==> src/rtl/spi_pkg.sv <==
// spi_pkg: shared frame constants and controller state encoding for the SPI master.
package spi_pkg;
  localparam int FRAME_LEN = 17;
  localparam int ADDR_W = 8;
  localparam int DATA_W = 8;
  typedef enum logic [2:0] {IDLE, SETUP, SHIFT, HOLD, DONE} state_t;
endpackage

==> src/rtl/spi_clk_gen.sv <==
// spi_clk_gen: half-period divider producing sclk plus single-cycle rise/fall strobes.
module spi_clk_gen #(
  parameter int CLK_DIV = 4
) (
  input  logic clk,
  input  logic rst_n,
  input  logic en,
  input  logic run,
  output logic sclk,
  output logic tick,
  output logic rise_en,
  output logic fall_en
);
  localparam int W = $clog2(CLK_DIV);
  logic [W-1:0] r_div;
  // tick marks the last cycle of a half-period; sclk only toggles while run is high
  assign tick = en && (r_div == W'(CLK_DIV - 1));
  assign rise_en = run && tick && !sclk;
  assign fall_en = run && tick && sclk;
  always_ff @(posedge clk)
    if (!rst_n || !en) begin
      r_div <= '0;
      sclk <= 1'b0;
    end else begin
      r_div <= tick ? '0 : r_div + 1'b1;
      if (run && tick) sclk <= !sclk;
    end
endmodule

==> src/rtl/spi_master.sv <==
// spi_master: mode-0 SPI master sending {rw, addr, data} frames and capturing read data.
module spi_master
  import spi_pkg::*;
#(
  parameter int CLK_DIV = 4
) (
  input  logic              clk,
  input  logic              rst_n,
  input  logic              start,
  input  logic              rw,
  input  logic [ADDR_W-1:0] addr,
  input  logic [DATA_W-1:0] wdata,
  input  logic              miso,
  output logic              sclk,
  output logic              mosi,
  output logic              ss,
  output logic              busy,
  output logic              done,
  output logic [DATA_W-1:0] rdata
);
  state_t r_state;
  logic [4:0] r_cnt;
  logic [FRAME_LEN-1:0] r_tx;
  logic r_rw;
  logic w_act, w_tick, w_rise, w_fall;
  assign w_act = (r_state == SETUP) || (r_state == SHIFT) || (r_state == HOLD);
  assign busy = w_act;
  assign ss = !w_act;
  assign done = r_state == DONE;
  assign mosi = w_act && r_tx[FRAME_LEN-1];
  spi_clk_gen #(.CLK_DIV(CLK_DIV)) u_clk_gen (
    .clk    (clk),
    .rst_n  (rst_n),
    .en     (w_act),
    .run    (r_state == SHIFT),
    .sclk   (sclk),
    .tick   (w_tick),
    .rise_en(w_rise),
    .fall_en(w_fall)
  );
  // r_cnt counts completed rising edges; data-phase sampling covers rises 10..17
  always_ff @(posedge clk)
    if (!rst_n) begin
      r_state <= IDLE;
      r_cnt <= '0;
      r_tx <= '0;
      r_rw <= 1'b0;
      rdata <= '0;
    end else begin
      case (r_state)
        IDLE: if (start) begin
          r_state <= SETUP;
          r_cnt <= '0;
          r_rw <= rw;
          r_tx <= {rw, addr, rw ? wdata : {DATA_W{1'b0}}};
        end
        SETUP: if (w_tick) r_state <= SHIFT;
        SHIFT: begin
          if (w_rise) begin
            r_cnt <= r_cnt + 5'd1;
            if (!r_rw && r_cnt >= 5'(ADDR_W + 1)) rdata <= {rdata[DATA_W-2:0], miso};
          end
          if (w_fall) begin
            r_tx <= r_tx << 1;
            if (r_cnt == 5'(FRAME_LEN)) r_state <= HOLD;
          end
        end
        HOLD: if (w_tick) r_state <= DONE;
        DONE: r_state <= IDLE;
        default: r_state <= IDLE;
      endcase
    end
endmodule

==> config.mk <==
export PLATFORM = sky130hd
export DESIGN_NAME = spi_master
export DESIGN_NICKNAME = d
export VERILOG_FILES = /design/src/rtl/spi_pkg.sv /design/src/rtl/spi_clk_gen.sv /design/src/rtl/spi_master.sv
export SDC_FILE = /design/constraint.sdc
export NUM_CORES = 1
export LEC_CHECK = 0
export BUFFER_PORTS_ARGS = -buffer_cell sky130_fd_sc_hd__buf_2
export CAP_MARGIN = 20
export CORE_ASPECT_RATIO = 1.75
export CORE_MARGIN = 4
export CORE_UTILIZATION = 50
export CTS_CLUSTER_SIZE = 16
export DETAILED_ROUTE_END_ITERATION = 7
export PLACE_DENSITY = 0.73
export RECOVER_POWER = 100
export SLEW_MARGIN = 20
export SYNTH_ARGS = -nofsm -noshare
export SYNTH_HDL_FRONTEND = slang
export SYNTH_SLANG_ARGS = --single-unit
==> constraint.sdc <==
create_clock -name clk -period 2.3 [get_ports clk]
set_clock_uncertainty 0.1 [all_clocks]
set_input_delay 0.115 -clock clk [delete_from_list [all_inputs] [get_ports clk]]
set_output_delay 0.115 -clock clk [all_outputs]
set_load 0.05 [all_outputs]
# After elaboration in Yosys (flattened, before gate mapping)
# Cells that the tools add are included.
# W data, S select, Z words.
[op_classes]
n_addsub = 2
n_lt_le_gt_ge = 1
eq_ne = 12
mux = 13
n_reduce_logical = 21
[ops]
columns = ["op", "n"]
rows = [
  ["$mux W17", 2],
  ["$pmux W17 S2", 1],
  ["$mux W3", 5],
  ["$pmux W3 S4", 1],
  ["$mux W5", 2],
  ["$pmux W5 S2", 1],
  ["$reduce_and A3 Y1", 3],
  ["$mux W8", 1],
  ["$ne A2 B2 Y1 const B", 4],
  ["$eq A3 B2 Y1 const B", 2],
  ["$logic_and A1 B1 Y1", 6],
  ["$add A5 B1 Y5 const B", 1],
  ["$eq A5 B5 Y1 const B", 1],
  ["$ge A5 B4 Y1 const B", 1],
  ["$reduce_and A5 Y1", 1],
  ["$logic_not A1 Y1", 4],
  ["$ne A2 B1 Y1 const B", 2],
  ["$eq A3 B1 Y1 const B", 1],
  ["$eq A3 B3 Y1 const B", 1],
  ["$logic_not A3 Y1", 1],
  ["$logic_or A1 B1 Y1", 3],
  ["$add A2 B1 Y2 const B", 1],
  ["$eq A2 B2 Y1 const B", 1],
  ["$reduce_and A2 Y1", 1],
  ["2 further kinds", 2],
]
[word_totals]
reg_bits = 37
input_bits = 21
output_inout_bits = 13

# Longest topological paths before layout
# Gate-level depths: netlist of the first run.
[logic_depth]
word_depth = 8
mapped_depth = 7
depth_no_buf = 6

# By module
# Synthesis of the first run repeated with hierarchy kept, for this count alone.
[unflattened]
cells_unflattened = 203
hier_area_um2 = 1741.7
[by_module_without_submodules]
columns = ["mod", "n_inst", "cells_per_inst", "area_each_um2", "seq_area_each_um2"]
rows = [
  ["spi_master", 1, 189, 1606.5, 680.7],
  ["spi_clk_gen", 1, 14, 135.1, 60.1],
]

# Worst setup path before layout of the first run
# No wires, ideal clock.
[synth_path]
kind = "register to output"
start = "reg r_state[0]"
end = "out mosi"
t_arrival_ns = 1.959
path_slack_ns = 0.126
stages_incl_launch_ff = 5
cell_sequence = "dfxtp_1 > clkbuf_1 > nor2_1 > nor2_1 > and2_1"
[synth_via]
elab_chain_cells = 4
elab_cells_between_ends = 6
classes_between = "3 x eq/ne; 3 x reduce/logical"
[synth_lines]
columns = ["element", "line", "rtl"]
rows = [
  ["from (decl)", "spi_master.sv:21", "state_t r_state;"],
  ["from (signal assigned)", "spi_master.sv:44", "r_state <= IDLE;"],
  ["from (signal assigned)", "spi_master.sv:52", "r_state <= SETUP;"],
  ["from (signal assigned)", "spi_master.sv:57", "SETUP: if (w_tick) r_state <= SHIFT;"],
  ["$eq A3 B1 Y1 or $eq A3 B2 Y1 (tied branches)", "spi_master.sv:26", "assign w_act = (r_state == SETUP) || (r_state == SHIFT) || (r_state == HOLD);"],
  ["$logic_or A1 B1 Y1", "spi_master.sv:26", ""],
  ["$logic_or A1 B1 Y1 *", "spi_master.sv:26", ""],
  ["net busy", "spi_master.sv:17", "output logic busy,"],
  ["$logic_and A1 B1 Y1 *", "spi_master.sv:30", "assign mosi = w_act && r_tx[FRAME_LEN-1];"],
  ["to (decl)", "spi_master.sv:15", "output logic mosi,"],
]
# The timed path passes the listed nets; every way through them passes the cells marked *.

# Final worst setup path of the first run
[layout_path]
start = "reg r_state[1]"
end = "out mosi"
[layout_via]
elab_chain_cells = 4
elab_cells_between_ends = 6
classes_between = "3 x eq/ne; 3 x reduce/logical"
[layout_lines]
columns = ["element", "line"]
rows = [
  ["$eq A3 B1 Y1 or $eq A3 B2 Y1 (tied branches)", "spi_master.sv:26"],
  ["$logic_or A1 B1 Y1", "spi_master.sv:26"],
  ["$logic_or A1 B1 Y1 *", "spi_master.sv:26"],
  ["$logic_and A1 B1 Y1 *", "spi_master.sv:30"],
]
# Every way passes the cells marked *; elsewhere a longest branch is shown, timed or not.

==> results.tsv, run 1 <==
metric	value	unit
status	complete, no violations	
TritonCTS clock tree	yes	
FILL cells	341	
number of max-cap violations	0	
Clk network pwr share	0.351	
vias in the first global route	1365	
Synth Flop Type	dfxtp_1	
vias	1437	
CTS Hold Bufs	1	
Die Y-Extent	85.9	um
Critical Path AT	1770	ps
Net Switching	309	uW
largest area contributor in the netlist	dfxtp_1	
classification of the worst-slack hold path	input pin to flop	
ANT cells	0	
I/O pins	34	
Slew Limit Fails	0	
final hold viol count	0	
Post-CTS Setup Inserts	0	
GRT Util Overall	0.170	
fin crit share	0.862	
Yosys reg bits	37	
NumNets Final	250	
ys async rst share	0	
largest net degree at the start of global routing	35	
WL per Instance	12.4	um
critical path capture point type	output port	
Seq pwr share	0.543	
Period minus WS final	1980	ps
number of synthesized flops with an enable pin	0	
initial antenna violation count	0	
Setup Viol. Count Final	0	
DIE WIDTH	52.5	um
Syn Area/Cell	8.79	um2
pwr dens	645	nW/um2
Hold Slack	20.2	ps
ANT nets after route	0	
YS warnings	0	
LEAKAGE	0.000981	uW
P&R area growth vs syn	14.2	%
Initial DRC Count	17	
post-cts resize count	0	
RSZ-0062 raised after global routing	false	
TritonCTS Buffers	5	
clock buffer depth	2	
first-pass GRT wire length	5.82	mm
Critical Path, Cell by Cell	nor2_1 -> nor2_1 -> and2_1 -> clkbuf_1	
Final HPWL DP	2.37	mm
CTS sink cnt	37	
CP Launch Type	flop	
Switching Share	0.242	
WL final	3.35	mm
clock latency on the worst-skew pair	290	ps
initial core utilization	0.515	
# rows	28	
DRC	0	
Slew HR	0.604	
Yosys cell types	38	
CP bufs+invs	1	
Comb power frac	0.105	
Syn Std Cell Area	1730	um2
grt ovf	0	
Core ar.	3360	um2
peak per-stage delay on the critical path	560	ps
Synth Instances	197	
Peak VDD IR	0.462	mV
measured slew at the worst slew-check pin	597	ps
H-tree Lvls	2	
CP top delay family	flip-flops	
slowest cell on the critical path	dfxtp_1	
Crit path required time	2090	ps
share of the yosys chip area belonging to registers	0.428	
Port Buf Inserts	33	
root buf cell	clkbuf_8	
layout cell share with drive strength beyond 1	0.142	
Critical Path Fanout Max	13	
f_max	504	MHz
die area	4510	um2
TritonRoute pass-1 iters	4	
top cells by area, synth	dfxtp_1 43%, o211a_1 9.2%, nand2_1 8.2%	
most used cell along the critical path	nor2_1	
CTS clock-pin slew for the worst setup and hold paths	70	ps
Pint	967	uW
Worst Setup Path Type	flop to output port	
syn nets	221	
gpl congestion	0.776	
TNS Setup	0	ps
Synth top area share	0.428	
vias per cell	5.30	
[cell usage in the layout (no fill, tap or decap), drive strengths merged, types with 2 or more instances in the layout]
master / count
nor2: 12
ha: 3
buf: 22
o2111ai: 2
nand2: 38
or4: 2
a21oi: 4
nand2b: 4
dfxtp: 37
inv: 2
nand3: 25
nor2b: 3
xor2: 4
mux2i: 10
o211a: 16
and2: 4
clkbuf: 20
[path summary, 6_finish.rpt]
kind	depth (start not counted)	from	endpoint	slack, ps
worst min-delay path	3	wdata[0]	r_tx[0]	20
worst min register to register	1	u_clk_gen.r_div[0]	u_clk_gen.r_div[0]	330
worst max-delay path	4	r_state[1]	mosi	320
worst max register to register	6	r_cnt[1]	rdata[3]	460
[power groups by stage]
stage          sequential, uW  combinational, uW  clock, uW
2_1_floorplan             699                105          0
3_3_place_gp              706                133          0
3_5_place_dp              708                136          0
4_1_cts                   693                137        467
5_1_grt                   697                151        496
6_report                  693                135        448
[worst reg2reg max path: cells and delay by family (launching register included)]
| kind | cells | cell delay (ps) |
|---|---|---|
| and+or+nand+nor | 2 | 630 |
| DFF | 1 | 390 |
| muxes | 1 | 210 |
| AOI/OAI and AO/OA | 1 | 190 |
| adders and majority gates | 1 | 180 |
| buffers and inverters | 1 | 60 |
[routing by layer]
metal | share of wire | wire length (um) | global-route usage | up-vias
li1 | - | - | - | 743
met1 | 0.40 | 1330 | 0.181 | 661
met2 | 0.53 | 1780 | 0.294 | 26
met3 | 0.050 | 169 | 0.0522 | 7
met4 | 0.020 | 68 | 0.0767 | 0
met5 | 0 | 0 | 0 | -
[Yosys cell counts, drive strengths merged, types with 2 or more instances]
cell type   n
nor2b       3
nand2      38
nand2b      4
or4         2
o211a      16
inv         2
buf         8
nand3      25
o2111ai     2
mux2i      10
dfxtp      37
and2        4
a21oi       4
nor2       12
ha          3
clkbuf      6
xor2        4
[sequential cells by signal, indices dropped and copies added (netlist names)]
register         count
r_rw                 1
r_cnt                5
rdata                8
u_clk_gen.sclk       1
r_state              3
r_tx                17
u_clk_gen.r_div      2
[cell families (layout without fill, tap and decap cells)]
logic type	count (synthesis)	count (layout)	synth area share
compound gates	28	28	0.143
xor+xnor	5	5	0.0253
fa+ha+maj	3	3	0.0217
buf+inv	16	45	0.0455
flops	37	37	0.428
mux	11	11	0.0643
simple gates	97	97	0.272
[stage by stage]
stage	util	setup slack [ps]	instance area, um2	std cells	total power (uW)
after global placement	0.564	490	1900	263	839
after global routing	0.588	167	1980	271	1340
final	0.588	318	1980	271	1280
after CTS	0.593	452	1990	271	1300
after detailed placement	0.564	469	1900	263	844
after floorplan	-	126	1730	197	803
[area by class of cell]
type	count	area [um2]	area share
Multi-Input combinational cell	144	912	0.461
Sequential cell	37	741	0.375
Timing Repair Buffer	36	174	0.0880
Clock buffer	7	86.3	0.0437
Tap cell	45	56.3	0.0285
Inverter	2	7.51	0.00380
No activity file was read; power rests on OpenSTA's default activity.
==> inputs of run 2 (changes only) <==
--- a/config.mk
+++ b/config.mk
@@ -14,7 +14,6 @@
 export DETAILED_ROUTE_END_ITERATION = 7
 export PLACE_DENSITY = 0.73
 export RECOVER_POWER = 100
-export SLEW_MARGIN = 20
 export SYNTH_ARGS = -nofsm -noshare
 export SYNTH_HDL_FRONTEND = slang
 export SYNTH_SLANG_ARGS = --single-unit
==> constraint.sdc (replaced) <==
create_clock -name clk -period 2.3 [get_ports clk]
set_clock_uncertainty 0.1 [all_clocks]
set_input_delay 0.115 -clock clk [delete_from_list [all_inputs] [get_ports clk]]
set_output_delay 0.115 -clock clk [all_outputs]
set_load 0.1 [all_outputs]
==> run 2 against run 1 <==
  * Combinational power increased by 13%
  * Highest routed layer unchanged
  * Critical path depth unchanged
  * Total power increased by 1.3%
  * Final cell count increased by 0.37%
  * Non-clock buffer count increased by 1
  * Via count increased by 0.56%
  * Cell area increased by 0.89%
  * Routed wire length increased by 0.24%
  * Critical path type unchanged
  * Register-to-register slack about the same
==> results.tsv, run 2 (same netlist as run 1, synthesis figures left out) <==
metric	value	unit
Initial DRC Count	20	
CP Launch Type	flop	
ANT cells	0	
clock latency on the worst-skew pair	290	ps
most frequent cells in the layout	38 x nand2_1, 37 x dfxtp_1, 25 x nand3_1	
Critical Path Fanout Max	12	
Critical Path AT	1740	ps
GRT Util Overall	0.165	
grt ovf	0	
Period minus WS final	1950	ps
most common cell after layout, fill and taps aside	nand2_1	
CTS sink cnt	37	
TritonCTS Buffers	5	
WL per Instance	12.3	um
Setup Viol. Count Final	0	
measured slew at the worst slew-check pin	1160	ps
vias in the first global route	1323	
initial core utilization	0.515	
max reg flops	17	
WL final	3.36	mm
layout cell share with drive strength beyond 1	0.167	
TritonRoute pass-1 iters	4	
CTS clock-pin slew for the worst setup and hold paths	60	ps
first-pass GRT wire length	5.59	mm
Switching Share	0.250	
TritonCTS clock tree	yes	
P&R area growth vs syn	15.2	%
final hold viol count	0	
Peak VDD IR	0.493	mV
total power	1290	uW
Clk network pwr share	0.346	
Biggest register	r_tx	
Seq pwr share	0.536	
number of max-cap violations	0	
status	complete, no violations	
NumNets Final	251	
root buf cell	clkbuf_8	
Final HPWL DP	2.40	mm
pwr dens	648	nW/um2
DIE WIDTH	52.5	um
vias	1445	
critical path capture point type	output port	
slowest cell on the critical path	dfxtp_1	
Worst Setup Path Type	flop to output port	
Critical Path, Cell by Cell	nor2_1 -> nor2_4 -> and2_2 -> clkbuf_2	
Port Buf Inserts	33	
I/O pins	34	
RSZ-0062 raised after global routing	false	
FILL cells	352	
f_max	513	MHz
Pint	970	uW
Slew HR	0.228	
CP bufs+invs	1	
gpl congestion	0.748	
Largest regs	r_tx: 17 flops, rdata: 8 flops, r_cnt: 5 flops	
LEAKAGE	0.00100	uW
Post-CTS Setup Inserts	0	
initial antenna violation count	0	
Slew Limit Fails	0	
CP top delay family	flip-flops	
fin crit share	0.848	
Core ar.	3360	um2
TNS Setup	0	ps
largest net degree at the start of global routing	35	
vias per cell	5.31	
ANT nets after route	0	
H-tree Lvls	2	
Comb power frac	0.118	
# rows	28	
Die Y-Extent	85.9	um
Net Switching	323	uW
peak per-stage delay on the critical path	560	ps
classification of the worst-slack hold path	input pin to flop	
clock buffer depth	2	
DRC	0	
die area	4510	um2
Crit path required time	2090	ps
run 2: changes by cell type in the layout (fill, tap and decap cells not counted), sizes merged:
cell  before  now
buf       22   23
run 2: per-layer routing:
| metal | vias up | part of all wire | GRT usage |
|---|---|---|---|
| met5 | - | 0 | 0 |
| met4 | 0 | 0.023 | 0.0837 |
| met3 | 7 | 0.051 | 0.0417 |
| met2 | 27 | 0.52 | 0.292 |
| met1 | 669 | 0.41 | 0.172 |
| li1 | 742 | - | - |
run 2: final cells by class:
cell class              count  area (um2)  area share
inverters                   2        7.51     0.00376
well taps                  45        56.3      0.0282
repair buffers             37         186      0.0935
multi-input cells         144         917       0.460
flip-flops and latches     37         741       0.371
clock buffers               7        86.3      0.0433
run 2: metrics by stage:
stage                util  area (um2)  setup WS [ps]  hold WS [ps]  instances
global placement    0.569        1910            499           261        264
floorplan               -        1740            212           154        197
detailed placement  0.569        1910            458           271        264
CTS                 0.597        2010            383          6.53        272
global route        0.593        1990            277          49.5        272
finish              0.593        1990            349          12.4        272
run 2: power by group through the flow:
stage / clock [uW] / sequential, uW / combinational (uW)
6_report: 448 / 693 / 152
5_1_grt: 486 / 697 / 169
4_1_cts: 461 / 693 / 154
3_5_place_dp: 0 / 708 / 153
3_3_place_gp: 0 / 706 / 150
2_1_floorplan: 0 / 699 / 122
run 2: repair_timing:
action,CTS,global route
resized for setup,0,0
hold buffers,1,0
hold endpoints to repair,1,0
run 2: path summary, 6_finish.rpt:
check	startpoint	end	slack (ps)	depth (start not counted)
worst max-delay path	r_state[0]	mosi	350	4
worst min-delay path	wdata[0]	r_tx[0]	10	3
worst max register to register	r_state[1]	r_tx[2]	460	4
worst min register to register	u_clk_gen.r_div[0]	u_clk_gen.r_div[0]	330	1
run 2: tightest hold or removal path, stage by stage:
cell and delay (ps):
buf_2 100, nand4_1 70, a21boi_0 70
